**src/rtl/cfg_mux_bank_if.sv**
```systemverilog
`default_nettype none
// +-----------------------------------------------------------------------------+
// | cfg_mux_bank_if : serial configuration / status bundle for cfg_mux_bank      |
// | Rev 1.0 - initial release                                                   |
// +-----------------------------------------------------------------------------+
interface cfg_mux_bank_if #(
   parameter int N_IN = 16,
   parameter int N_CH = 4
);
   localparam int SEL_W      = $clog2(N_IN);
   localparam int FRAME_BITS = N_CH * SEL_W;

   logic                  cfg_valid;
   logic                  cfg_data;
   logic                  cfg_ready;
   logic                  commit;
   logic                  abort;
   logic                  frame_done;
   logic                  cfg_err;
   logic [FRAME_BITS-1:0] sel_active;

   modport master (
      output cfg_valid, cfg_data, commit, abort,
      input  cfg_ready, frame_done, cfg_err, sel_active
   );

   modport slave (
      input  cfg_valid, cfg_data, commit, abort,
      output cfg_ready, frame_done, cfg_err, sel_active
   );
endinterface
`default_nettype wire

```
**src/rtl/cfg_mux_bank.sv**
```systemverilog
`default_nettype none
// +-----------------------------------------------------------------------------+
// | cfg_mux_bank : N_CH routing muxes with serially loaded, atomically          |
// |                committed select frame                                       |
// | Rev 1.0 - initial release                                                   |
// +-----------------------------------------------------------------------------+
module cfg_mux_bank #(
   parameter int N_IN = 16,
   parameter int N_CH = 4
) (
   input  wire logic                 CLK,
   input  wire logic                 RST,
   cfg_mux_bank_if.slave             bus,
   input  wire logic [N_CH*N_IN-1:0] IN,
   output logic      [N_CH-1:0]      O
);
   localparam int SEL_W      = $clog2(N_IN);
   localparam int FRAME_BITS = N_CH * SEL_W;
   localparam int CNT_W      = $clog2(FRAME_BITS + 1);
   localparam logic [CNT_W-1:0] LAST_BIT = CNT_W'(FRAME_BITS - 1);

   typedef enum logic [0:0] {
      ST_LOAD = 1'b0,
      ST_FULL = 1'b1
   } state_t;

   state_t                state_q,   state_d;
   logic [FRAME_BITS-1:0] shadow_q,  shadow_d;
   logic [FRAME_BITS-1:0] active_q,  active_d;
   logic [CNT_W-1:0]      bit_cnt_q, bit_cnt_d;
   logic                  cfg_err_q, cfg_err_d;

   always_ff @(posedge CLK) begin
      if (RST) begin
         state_q   <= ST_LOAD;
         shadow_q  <= '0;
         active_q  <= '0;
         bit_cnt_q <= '0;
         cfg_err_q <= 1'b0;
      end else begin
         state_q   <= state_d;
         shadow_q  <= shadow_d;
         active_q  <= active_d;
         bit_cnt_q <= bit_cnt_d;
         cfg_err_q <= cfg_err_d;
      end
   end

   // Event priority below RST: abort, then commit, then shifting a bit in.
   always_comb begin
      state_d   = state_q;
      shadow_d  = shadow_q;
      active_d  = active_q;
      bit_cnt_d = bit_cnt_q;
      cfg_err_d = cfg_err_q;

      if (bus.abort) begin
         bit_cnt_d = '0;
         state_d   = ST_LOAD;
      end else if (bus.commit) begin
         if (state_q == ST_FULL) begin
            active_d = shadow_q;
            state_d  = ST_LOAD;
         end else begin
            cfg_err_d = 1'b1;
         end
      end else if (state_q == ST_LOAD && bus.cfg_valid) begin
         shadow_d = {shadow_q[FRAME_BITS-2:0], bus.cfg_data};
         if (bit_cnt_q == LAST_BIT) begin
            bit_cnt_d = '0;
            state_d   = ST_FULL;
         end else begin
            bit_cnt_d = bit_cnt_q + 1'b1;
         end
      end
   end

   assign bus.cfg_ready  = (state_q == ST_LOAD);
   assign bus.frame_done = (state_q == ST_FULL);
   assign bus.cfg_err    = cfg_err_q;
   assign bus.sel_active = active_q;

   for (genvar c = 0; c < N_CH; c++) begin : g_ch
      logic [N_IN-1:0]  ch_in;
      logic [SEL_W-1:0] ch_sel;
      assign ch_in  = IN[c*N_IN +: N_IN];
      assign ch_sel = active_q[c*SEL_W +: SEL_W];
      assign O[c]   = ch_in[ch_sel];
   end
endmodule
`default_nettype wire
```
**src/flat_wrapper.sv**
```systemverilog
// flat-port wrapper written by rule: the top's interface ports become plain ports
module cfg_mux_bank_flat 
#(
   parameter int N_IN = 16,
   parameter int N_CH = 4
)
  (CLK, RST, IN, O, bus_cfg_valid, bus_cfg_data, bus_commit, bus_abort, bus_cfg_ready, bus_frame_done, bus_cfg_err, bus_sel_active);
  cfg_mux_bank_if #(.N_IN(N_IN), .N_CH(N_CH)) bus_i ();
  input  wire logic CLK;
  input  wire logic RST;
  input  wire logic [N_CH*N_IN-1:0] IN;
  output logic      [N_CH-1:0] O;
  input wire logic [$bits(bus_i.cfg_valid)-1:0] bus_cfg_valid;
  input wire logic [$bits(bus_i.cfg_data)-1:0] bus_cfg_data;
  input wire logic [$bits(bus_i.commit)-1:0] bus_commit;
  input wire logic [$bits(bus_i.abort)-1:0] bus_abort;
  output wire logic [$bits(bus_i.cfg_ready)-1:0] bus_cfg_ready;
  output wire logic [$bits(bus_i.frame_done)-1:0] bus_frame_done;
  output wire logic [$bits(bus_i.cfg_err)-1:0] bus_cfg_err;
  output wire logic [$bits(bus_i.sel_active)-1:0] bus_sel_active;
  assign bus_i.cfg_valid = bus_cfg_valid;
  assign bus_i.cfg_data = bus_cfg_data;
  assign bus_i.commit = bus_commit;
  assign bus_i.abort = bus_abort;
  assign bus_cfg_ready = bus_i.cfg_ready;
  assign bus_frame_done = bus_i.frame_done;
  assign bus_cfg_err = bus_i.cfg_err;
  assign bus_sel_active = bus_i.sel_active;
  cfg_mux_bank #(.N_IN(N_IN), .N_CH(N_CH)) u_core (.CLK(CLK), .RST(RST), .bus(bus_i), .IN(IN), .O(O));
endmodule
```
**config.mk**
```make
export PLATFORM = sky130hd
export DESIGN_NAME = cfg_mux_bank_flat
export DESIGN_NICKNAME = d
export VERILOG_FILES = /design/src/rtl/cfg_mux_bank_if.sv /design/src/rtl/cfg_mux_bank.sv /design/src/flat_wrapper.sv
export SDC_FILE = /design/constraint.sdc
export NUM_CORES = 1
export LEC_CHECK = 0
export CAP_MARGIN = 20
export CORE_MARGIN = 3
export CORE_UTILIZATION = 55
export DETAILED_ROUTE_END_ITERATION = 7
export DONT_BUFFER_PORTS = 1
export PLACE_DENSITY = 0.7
export SYNTH_ARGS = -nofsm -noshare
export SYNTH_HDL_FRONTEND = slang
export SYNTH_SLANG_ARGS = --single-unit
export TNS_END_PERCENT = 100
```
**constraint.sdc**
```tcl
create_clock -name CLK -period 4.6 [get_ports CLK]
set_clock_uncertainty 0.1 [all_clocks]
set_input_delay 0.92 -clock CLK [delete_from_list [all_inputs] [get_ports CLK]]
set_output_delay 0.92 -clock CLK [all_outputs]
set_load 0.02 [all_outputs]
```
==> flow_metrics.tcl <==
set metrics [dict create \
    status "completed" \
    ir_drop_mv 0.149 \
    gp_congestion 0.725 \
    ys_seq_elements 39 \
    mostFrequentLayoutCells "nand2_1 (63), dfxtp_1 (39), a21oi_1 (36)" \
    first_iter_violations 48 \
    vias_per_cell 5.96 \
    worst_pin_slew_ns 0.788 \
    numPortBuffers 0 \
    start_util 0.584 \
    coreArea_mm2 0.00342 \
    syn_nets 284 \
    ys_types 27 \
    place_hpwl_mm 3.12 \
    die_w_um 66.2 \
    cts_resized 0 \
    area_growth_pct 0.752 \
    hp-start "u_core.shadow_q[15]$_SDFFE_PP0P_" \
    period_needed_ns 2.89 \
    postSynthAreaPerCell_um2 9.37 \
    grtUsageTotal 0.184 \
    finalCritPeriodShare 0.629 \
    ys_seq_area_frac 0.391 \
    max-clock-path-buffers 2 \
    met1_usage 0.189 \
    netlist_area_mm2 0.00200 \
    cts-root-buf "clkbuf_4" \
    slew-limit-headroom 0.472 \
    grt_pass1_vias 1397 \
    dp.cells 242 \
    layout-drive-gt1-share 0.153 \
    die_area_mm2 0.00439 \
    power.density_mw_per_mm2 271 \
    overflow 0 \
    totalWireLength_mm 4.09 \
    cts_hold_buf 0 \
    cts_tree "built" \
    final_cell_count_no_fill 249 \
    grt-busiest-layer "met2" \
    clk_pin_slew_worst_paths_ns 0.11 \
    r2r_start "u_core.bus.frame_done$_SDFFE_PP0P_" \
    fp-row-count 21 \
    fin_nets 274 \
    cp-start-kind "register" \
    wire_per_inst_um 16.4 \
    pin_count 93 \
    critical_path_class "register to primary output" \
    worst-path-max-fanout 6 \
    drt_pass1_iterations 5 \
    finalMaxSlewViolations 0 \
    clkLatencyLatePin_ns 0.34 \
    route.vias.total 1485 \
    use_met3 0.0680 \
    syn_inst 213 \
    min_path_type "register to register" \
    arrival_ns 1.87 \
    worstPathRequired_ns 3.58 \
    antenna_found_initial 0 \
    cts_setup_buffers 0 \
    final_common_cell "nand2_1" \
    grt_max_degree 35 \
    hold_viol 0 \
    drc 0 \
    numCtsBuffers 5 \
    startpoint "u_core.bus.sel_active[0]$_SDFFE_PP0P_" \
    fmax_mhz 345 \
    antennaDiodeCount 0 \
    grt_pass1_wl_mm 6.09 \
    cts_num_sinks 39 \
    tns_ns 0 \
    die_h_um 66.2 \
    gr-usage-met2 0.341 \
    htree_num_levels 2 \
    end_kind "primary output" \
    ys_warn_count 0 \
    leakage_nw 0.579 \
    postRouteAntennaNets 0 \
    cap_viol_max_count 0 \
    rsz0062_at_grt "no" \
    setup_viol 0 \
]
## per-layer routing
layer  share of wire  vias up
li1                -      726
met1            0.38      707
met4           0.010        0
met2            0.54       46
met3           0.074        6
met5               0        -
## cells by family (layout without fill, tap and decap cells)
kind of cell    Yosys count  count (layout)  share of synthesized area
buf+inv                  20              10                     0.0552
compound gates           40              40                      0.104
mux                      28              28                      0.241
flops                    39              39                      0.391
fa+ha+maj                 1               1                    0.00627
simple gates             85              85                      0.203
## worst max-delay path: stages, from the launching register on
cell and delay, ns:
dfxtp_1 0.63, mux4_2 0.56, mux2i_1 0.15, mux2i_1 0.19
## sequential cells by signal, summed over array words and instances (netlist names)
signal / count
u_core.bus.sel_active: 16
u_core.bus.cfg_err: 1
u_core.shadow_q: 16
u_core.bit_cnt_q: 5
u_core.bus.frame_done: 1
## area by class of cell
| cell class | instances | area (um2) |
|---|---|---|
| multi-input cells | 154 | 1100 |
| flip-flops and latches | 39 | 781 |
| clock inverters | 1 | 5.00 |
| clock buffers | 6 | 51.3 |
| fillers | 318 | 1410 |
| well taps | 46 | 57.6 |
| inverters | 3 | 11.3 |
## report_power, final
group | total [W] | internal (W) | switching [W]
Sequential | 0.000341 | 0.000339 | 0.00000177
Clock | 0.000176 | 0.0000708 | 0.000105
Combinational | 0.0000274 | 0.0000155 | 0.0000119
Total | 0.000544 | 0.000425 | 0.000119
## cell usage after synthesis
master | count | area share
nand2_2 | 4 | 0.013
or3_1 | 1 | 0.0031
nor2_1 | 3 | 0.0056
nor3b_1 | 3 | 0.011
nand4b_1 | 1 | 0.0044
and3b_1 | 1 | 0.0044
a311oi_1 | 1 | 0.0044
a41oi_1 | 1 | 0.0044
buf_2 | 3 | 0.0075
or4b_4 | 1 | 0.0069
buf_6 | 2 | 0.011
mux2i_1 | 12 | 0.060
or2_2 | 1 | 0.0031
nor4b_4 | 1 | 0.012
o21ai_0 | 2 | 0.0050
nand2_1 | 63 | 0.12
clkbuf_1 | 7 | 0.013
nand3b_1 | 2 | 0.0075
or3b_4 | 1 | 0.0056
a21oi_1 | 36 | 0.090
nand3_1 | 3 | 0.0075
dfxtp_1 | 39 | 0.39
clkbuf_2 | 4 | 0.010
mux4_2 | 16 | 0.18
ha_1 | 1 | 0.0063
buf_8 | 1 | 0.0075
inv_1 | 3 | 0.0056
## worst paths after layout
kind                                                 to  slack [ns]  depth (start not counted)
hold / removal         u_core.shadow_q[15]$_SDFFE_PP0P_        0.37                          2
setup / recovery                                   O[0]        1.71                          3
hold reg to reg        u_core.shadow_q[15]$_SDFFE_PP0P_        0.37                          2
setup reg to reg  u_core.bus.sel_active[9]$_SDFFE_PP0P_        2.84                          3
## stage by stage
step | utilization | area [um2] | hold slack, ns | total power, W | worst slack [ns]
CTS | 0.589 | 2010 | 0.367 | 0.000549 | 1.67
detailed placement | 0.572 | 1950 | 0.351 | 0.000376 | 1.86
finish | 0.589 | 2010 | 0.367 | 0.000544 | 1.71
floorplan | - | 2000 | 0.340 | 0.000380 | 1.91
global route | 0.589 | 2010 | 0.386 | 0.000565 | 1.57
global placement | 0.572 | 1950 | 0.342 | 0.000375 | 1.88
(Power assumes the default switching activity.)
